===== config.mk =====
export PLATFORM = sky130hd
export DESIGN_NAME = mux_arbiter
export DESIGN_NICKNAME = d
export VERILOG_FILES = /design/src/rtl/mux_arbiter.sv
export SDC_FILE = /design/constraint.sdc
export NUM_CORES = 1
export LEC_CHECK = 0
export CORE_AREA = 2 2 39 41
export CTS_CLUSTER_SIZE = 30
export DETAILED_ROUTE_END_ITERATION = 8
export DIE_AREA = 0 0 41 43
export DONT_BUFFER_PORTS = 1
export PLACE_DENSITY = 0.71
export SYNTH_ARGS = -nofsm -noshare
export SYNTH_HDL_FRONTEND = slang
export SYNTH_SLANG_ARGS = --single-unit

===== constraint.sdc =====
create_clock -name clk -period 3.3 [get_ports clk]
set_input_delay 0.165 -clock clk [delete_from_list [all_inputs] [get_ports clk]]
set_output_delay 0.165 -clock clk [all_outputs]
set_load 0.01 [all_outputs]

===== src/rtl/mux_arbiter.sv =====
// Two-source round-robin arbiter in front of a shared WIDTH-bit mux, with a
// bounded burst length for fairness and a single registered output stage.
module mux_arbiter #(
    parameter int WIDTH     = 1,
    parameter int MAX_BURST = 4
) (
    input  logic             clk,
    input  logic             rst_n,
    input  logic             a_valid,
    input  logic [WIDTH-1:0] a_data,
    output logic             a_ready,
    input  logic             b_valid,
    input  logic [WIDTH-1:0] b_data,
    output logic             b_ready,
    output logic             out_valid,
    output logic [WIDTH-1:0] out_data,
    input  logic             out_ready,
    output logic             sel_a,
    output logic             busy
);

    // Handshakes: a beat moves on any rising edge where valid && ready are both
    // high; ready never depends combinationally on the same port's valid.

    typedef enum logic [1:0] {IDLE, GNT_A, GNT_B} state_t;

    localparam logic [3:0] MAX_CNT = 4'(MAX_BURST);

    state_t           state_q, state_d;
    logic             last_a_q, last_a_d;
    logic [3:0]       burst_cnt_q, burst_cnt_d;
    logic             out_valid_q, out_valid_d;
    logic [WIDTH-1:0] out_data_q, out_data_d;

    logic             can_load;
    logic             accept_a;
    logic             accept_b;
    logic [3:0]       cnt_inc;

    // The output register can take a new beat when empty or draining this cycle.
    assign can_load  = !out_valid_q || out_ready;
    assign a_ready   = (state_q == GNT_A) && can_load;
    assign b_ready   = (state_q == GNT_B) && can_load;
    assign accept_a  = a_valid && a_ready;
    assign accept_b  = b_valid && b_ready;
    assign cnt_inc   = burst_cnt_q + 4'd1;
    assign sel_a     = (state_q == GNT_A);
    assign busy      = (state_q != IDLE);
    assign out_valid = out_valid_q;
    assign out_data  = out_data_q;

    always_comb begin
        state_d     = state_q;
        last_a_d    = last_a_q;
        burst_cnt_d = burst_cnt_q;
        out_valid_d = out_valid_q;
        out_data_d  = out_data_q;

        case (state_q)
            IDLE: begin
                if (a_valid && b_valid) begin
                    state_d = last_a_q ? GNT_B : GNT_A;
                end else if (a_valid) begin
                    state_d = GNT_A;
                end else if (b_valid) begin
                    state_d = GNT_B;
                end
            end
            GNT_A: begin
                if (!a_valid) begin
                    burst_cnt_d = 4'd0;
                    last_a_d    = 1'b1;
                    state_d     = b_valid ? GNT_B : IDLE;
                end else if (a_ready) begin
                    // Limit only forces a hand-over when B is actually waiting.
                    if (cnt_inc == MAX_CNT) begin
                        burst_cnt_d = 4'd0;
                        if (b_valid) begin
                            state_d  = GNT_B;
                            last_a_d = 1'b1;
                        end
                    end else begin
                        burst_cnt_d = cnt_inc;
                    end
                end
            end
            GNT_B: begin
                if (!b_valid) begin
                    burst_cnt_d = 4'd0;
                    last_a_d    = 1'b0;
                    state_d     = a_valid ? GNT_A : IDLE;
                end else if (b_ready) begin
                    if (cnt_inc == MAX_CNT) begin
                        burst_cnt_d = 4'd0;
                        if (a_valid) begin
                            state_d  = GNT_A;
                            last_a_d = 1'b0;
                        end
                    end else begin
                        burst_cnt_d = cnt_inc;
                    end
                end
            end
            default: begin
                state_d = IDLE;
            end
        endcase

        if (accept_a) begin
            out_valid_d = 1'b1;
            out_data_d  = a_data;
        end else if (accept_b) begin
            out_valid_d = 1'b1;
            out_data_d  = b_data;
        end else if (out_ready) begin
            out_valid_d = 1'b0;
        end
    end

    always_ff @(posedge clk) begin
        if (!rst_n) begin
            state_q     <= IDLE;
            last_a_q    <= 1'b0;
            burst_cnt_q <= 4'd0;
            out_valid_q <= 1'b0;
            out_data_q  <= '0;
        end else begin
            state_q     <= state_d;
            last_a_q    <= last_a_d;
            burst_cnt_q <= burst_cnt_d;
            out_valid_q <= out_valid_d;
            out_data_q  <= out_data_d;
        end
    end

endmodule


---- Word level (Yosys, flattened, before mapping) ----
Index checks and enable logic that the tools add are counted.
operators by class
  $add $sub $neg .......................... 1
  $mul .................................... 0
  div/mod/pow operators ................... 0
  $lt $le $gt $ge ......................... 0
  eq/ne operators ......................... 9
  shifts and indexed selects .............. 0
  muxes and demuxes ....................... 34
  bitwise operators ....................... 0
  reduce and logical (&&, ||, !) cells .... 15
operators with widths
  kind                                                                     count
  2-bit 2-to-1 mux                                                         12
  4-bit 2-to-1 mux                                                         5
  1-bit 2-to-1 mux                                                         14
  3-bit inequality test, second input constant                             4
  4-bit one-hot mux with 2 select lines                                    1
  7-bit AND reduction                                                      1
  3-bit by 2-bit inequality test with 1-bit output, second input constant  2
  2-bit one-hot mux with 3 select lines                                    1
  2-bit nonzero test                                                       3
  1-bit logical AND                                                        5
  5-bit AND reduction                                                      1
  4-bit by 1-bit adder with 4-bit output, second input constant            1
  4-bit by 3-bit equality test with 1-bit output, second input constant    1
  3-bit AND reduction                                                      1
  3-bit nonzero test                                                       1
  2-bit by 1-bit equality test with 1-bit output, second input constant    1
  2-bit equality test, second input constant                               1
  2-bit zero test                                                          1
  1-bit one-hot mux with 2 select lines                                    1
  1-bit zero test                                                          1
  1-bit logical OR                                                         1
word-level totals
  flip-flop bits (word level) ............. 9
  bits in latches ......................... 0
  memory bits (writable) .................. 0
  ROM bits ................................ 0
  input bits .............................. 7
  output and inout bits ................... 6
  memories ................................ 0

---- Depth between registers and ports, before layout ----
  word-level depth ........................ 6
  depth in mapped cells ................... 5

---- Worst setup path after synthesis ----
OpenSTA, ideal clock, no wires.
  path type ............................... register to register
  from .................................... register burst_cnt_q[0]
  to ...................................... register last_a_q
  library setup time ...................... 122 ps
  arrival time ............................ 1430 ps
  required time ........................... 3178 ps
  slack ................................... 1748 ps
  cell stages (with the launch flop) ...... 6
  cell sequence ........................... dfxtp_1 > ha_1 > nand4bb_1 > nand2b_4 > and2_4 > a221o_1
on the way
  word-level cells in the longest chain between the ends .. 4
  elaborated cells on any way between the ends .. 5
  those cells by class .................... add/sub: 1; eq/ne: 3; reduce/logical: 1
RTL lines
  what                                                               RTL line  source
  from (decl)                                                        31        logic [3:0] burst_cnt_q, burst_cnt_d;
  from (signal assigned)                                             130       burst_cnt_q <= burst_cnt_d;
  4-bit by 1-bit adder with 4-bit output *                           46        assign cnt_inc = burst_cnt_q + 4'd1;
  4-bit by 3-bit equality test with 1-bit output *                   76, 93
  3-bit by 2-bit inequality test with 1-bit output (no source line)  -
  7-bit AND reduction (no source line) *                             -
  to (signal assigned)                                               129       last_a_q <= last_a_d;
  to (decl)                                                          30        logic last_a_q, last_a_d;
Mark *: on every way between the ends. The rest lies on a longest branch, timed or not.
A chain may end at the register's enable or synchronous reset.

---- Final worst setup path ----
Same ends and word-level chain as after synthesis.

==> flow_summary.yaml <==
setup_path:
  path_buf_inv: 0
  reg2reg_depth: 5
  max_stage_delay_ns: 0.45
  r2r_start: "burst_cnt_q[0]"
  critical_path_class: "flip-flop to flip-flop"
  crit_path_cell_trace: "ha_1 -> nand4bb_1 -> nand2b_4 -> and2_4 -> a221o_1"
  cp-startpoint: "burst_cnt_q[0]"
  rrSetupSlack_ns: 1.61
  path_max_fanout: 7
  cp_top_family: "simple AND/OR/NAND/NOR gates"
  end_kind: "flip-flop"
  start_kind: "flip-flop"
  required_ns: 3.46
  critPathSlowestCell: "dfxtp_1"
  worst_ep_arrival_time_ns: 1.85
  r2r_end: "last_a_q"
floorplanning:
  rows: 14
  pin_count: 13
  coreArea_mm2: 0.001384
  chipHeight_um: 43
  start_util_pct: 50.54
  die_area_mm2: 0.001763
  die_x_um: 41
pwr:
  p_total_uw: 335.4
  swShare_pct: 36.44
  ir_drop_mv: 0.2997
  p_clk_share_pct: 27.5
  p_comb_share_pct: 28.6
  p_int_uw: 213.2
  pwr-share-seq_pct: 43.9
  powerDensity_mw_per_mm2: 452.8
  p_leak_uw: 0.0003060
  p_sw_uw: 122.2
sta:
  clock_skew_ns: 0.0004466
  max_freq_mhz: 591.7
  setup_viol: 0
  rsz0062_at_grt: "false"
  post-route-min-period_ns: 1.690
  setup_tns_ns: 0
  fin_crit_sh_pct: 51.21
  hold_viol_final: 0
  relSlewSlack_pct: 68.87
  worstMarginPinSlew_ns: 0.4660
  slew_violations: 0
global_routing:
  grt-ovfl-total: 0
  grt_start_max_net_pins: 10
  groute.usage.overall_pct: 20.22
  grt_pass1_wl_um: 2339
  antenna_found_initial: 0
  grt_pass1_vias: 537
clock_tree:
  path_clk_slew_ns: 0.07
  ctsResizeCount: 0
  ctsHoldBuffers: 0
  cts_tree: "built"
  clkSinkCount: 9
  clock_latency_ns: 0.27
  clockBufferDepth: 2
  cts_setup_buffers: 0
  htreeDepth: 1
  cts_root_buf: "clkbuf_4"
  cts_buffers: 3
finish:
  insertedDiodeCount: 0
  final_cells: 98
  fillers: 132
  drive_gt1_share_pct: 18.29
  finalNetCount: 92
  mostFrequentLayoutCell: "dfxtp_1"
  areaGrowthSynthToFinish_pct: 5.903
  final_cell_mix: "9 x dfxtp_1, 6 x inv_1, 6 x a21oi_1, 6 x nand2_1"
hold_path:
  min_to: "last_a_q"
  hold_class: "input pin to flip-flop"
  hold_start: "rst_n"
  hold_depth: 1
route:
  vias_per_cell: 6.500
  drtIter0Drc: 14
  vias: 637
  dr.pass1.iters: 4
  wl_per_cell_um: 15.28
  postRouteAntennaNets: 0
  route.detailed.drc: 0
  drt-total-wl_um: 1497
synth:
  ys_seq_elements: 9
  yosysUniqueCellTypes: 40
  syn_nets: 88
  synth_edf_count: 0
  synthesis.instances: 79
  synthArstFlopShare_pct: 0
  ys_warn_count: 0
  synth_top_flop_cell: "dfxtp_1"
  ys_seq_area_share_pct: 25.76
  synth_area_per_cell_um2: 8.853
  syn_area_um2: 699.4
place:
  gp_congestion: 0.8154
  hpwl_um: 1102
  io_buffers: 0
  dp.cells: 94
outcome:
  outcome: "complete, no violations"
job:
  drv_cap: 0
==> metrics by stage <==
stage | util, % | hold WS (ns) | setup WS (ns) | cell area (um2)
finish | 53.53 | 0.03185 | 1.610 | 740.7
global route | 53.53 | 0.03068 | 1.484 | 740.7
global placement | 51.63 | 0.3081 | 1.682 | 714.4
CTS | 53.53 | 0.03056 | 1.610 | 740.7
floorplan | - | 0.3040 | 1.748 | 699.4
detailed placement | 51.63 | 0.3130 | 1.618 | 714.4
==> power groups by stage <==
stage / clock network (uW) / logic, uW / registers [uW]
floorplan: 0 / 87.5 / 140
global placement: 0 / 93.9 / 149
detailed placement: 0 / 95.1 / 150
CTS: 91.9 / 95.6 / 147
global route: 95.9 / 106 / 150
finish: 92.2 / 95.8 / 147
==> synthesized netlist by cell type, drive strengths merged (2+ instances only) <==
| master | instances | area (um2) |
|---|---|---|
| nand2 | 6 | 22.52 |
| and2 | 2 | 15.02 |
| o21ai | 2 | 10.01 |
| inv | 6 | 22.52 |
| nor2b | 2 | 12.51 |
| ha | 2 | 25.02 |
| a31oi | 2 | 12.51 |
| a211oi | 3 | 22.52 |
| nand4 | 2 | 12.51 |
| nand3b | 3 | 47.55 |
| dfxtp | 9 | 180.2 |
| and3 | 2 | 17.52 |
| nor2 | 4 | 15.01 |
| nor3 | 2 | 10.01 |
| nand3 | 4 | 20.02 |
| nand2b | 4 | 35.03 |
| a21oi | 7 | 46.30 |
==> worst register-to-register path, delay by kind of cell (launching register included) <==
family	cells	cell delay (ns)
compound gates	1	0.28
fa+ha+maj	1	0.31
flops	1	0.45
simple gates	3	0.54
==> cell families (layout without fill, tap and decap cells) <==
kind of cell / after synthesis / count (layout) / share of synthesized area [%]
AO/OA/AOI/OAI: 24 / 24 / 29.34
adder cells (fa/ha/maj): 2 / 2 / 3.577
buffers and inverters: 7 / 10 / 3.935
flip-flops: 9 / 9 / 25.76
multiplexers: 1 / 1 / 1.431
AND/OR/NAND/NOR: 36 / 36 / 35.96
==> layer usage <==
layer  global-route usage, %  up-vias  wire length [um]
met2                   25.31       26               675
li1                        -      306                 -
met4                   12.00        0                47
met5                       0        -                 0
met3                   5.759        7                96
met1                   29.45      298               678
==> how the worst max path moves through the flow <==
| stage | depth (start not counted) | slack (ns) | to |
|---|---|---|---|
| after detailed placement | 5 | 1.62 | last_a_q |
| after global routing | 5 | 1.48 | last_a_q |
| final | 5 | 1.61 | last_a_q |
| after CTS | 5 | 1.61 | last_a_q |
| after global placement | 5 | 1.68 | last_a_q |
| after floorplan | 5 | 1.75 | last_a_q |
==> area by class of cell <==
cell class	instances	area, um2	share of cell area, %
multi-input combinational	63	491.7	66.39
sequential	9	180.2	24.32
clock buffer	4	26.28	3.547
inverter	6	22.52	3.041
tap	16	20.02	2.703
==> sequential cells by signal (all words and copies together), names as in the netlist <==
name and cells:
burst_cnt_q 4, last_a_q 1, out_data 1, out_valid 1, state_q 2
Note: power is estimated with default switching activity, not from simulation.
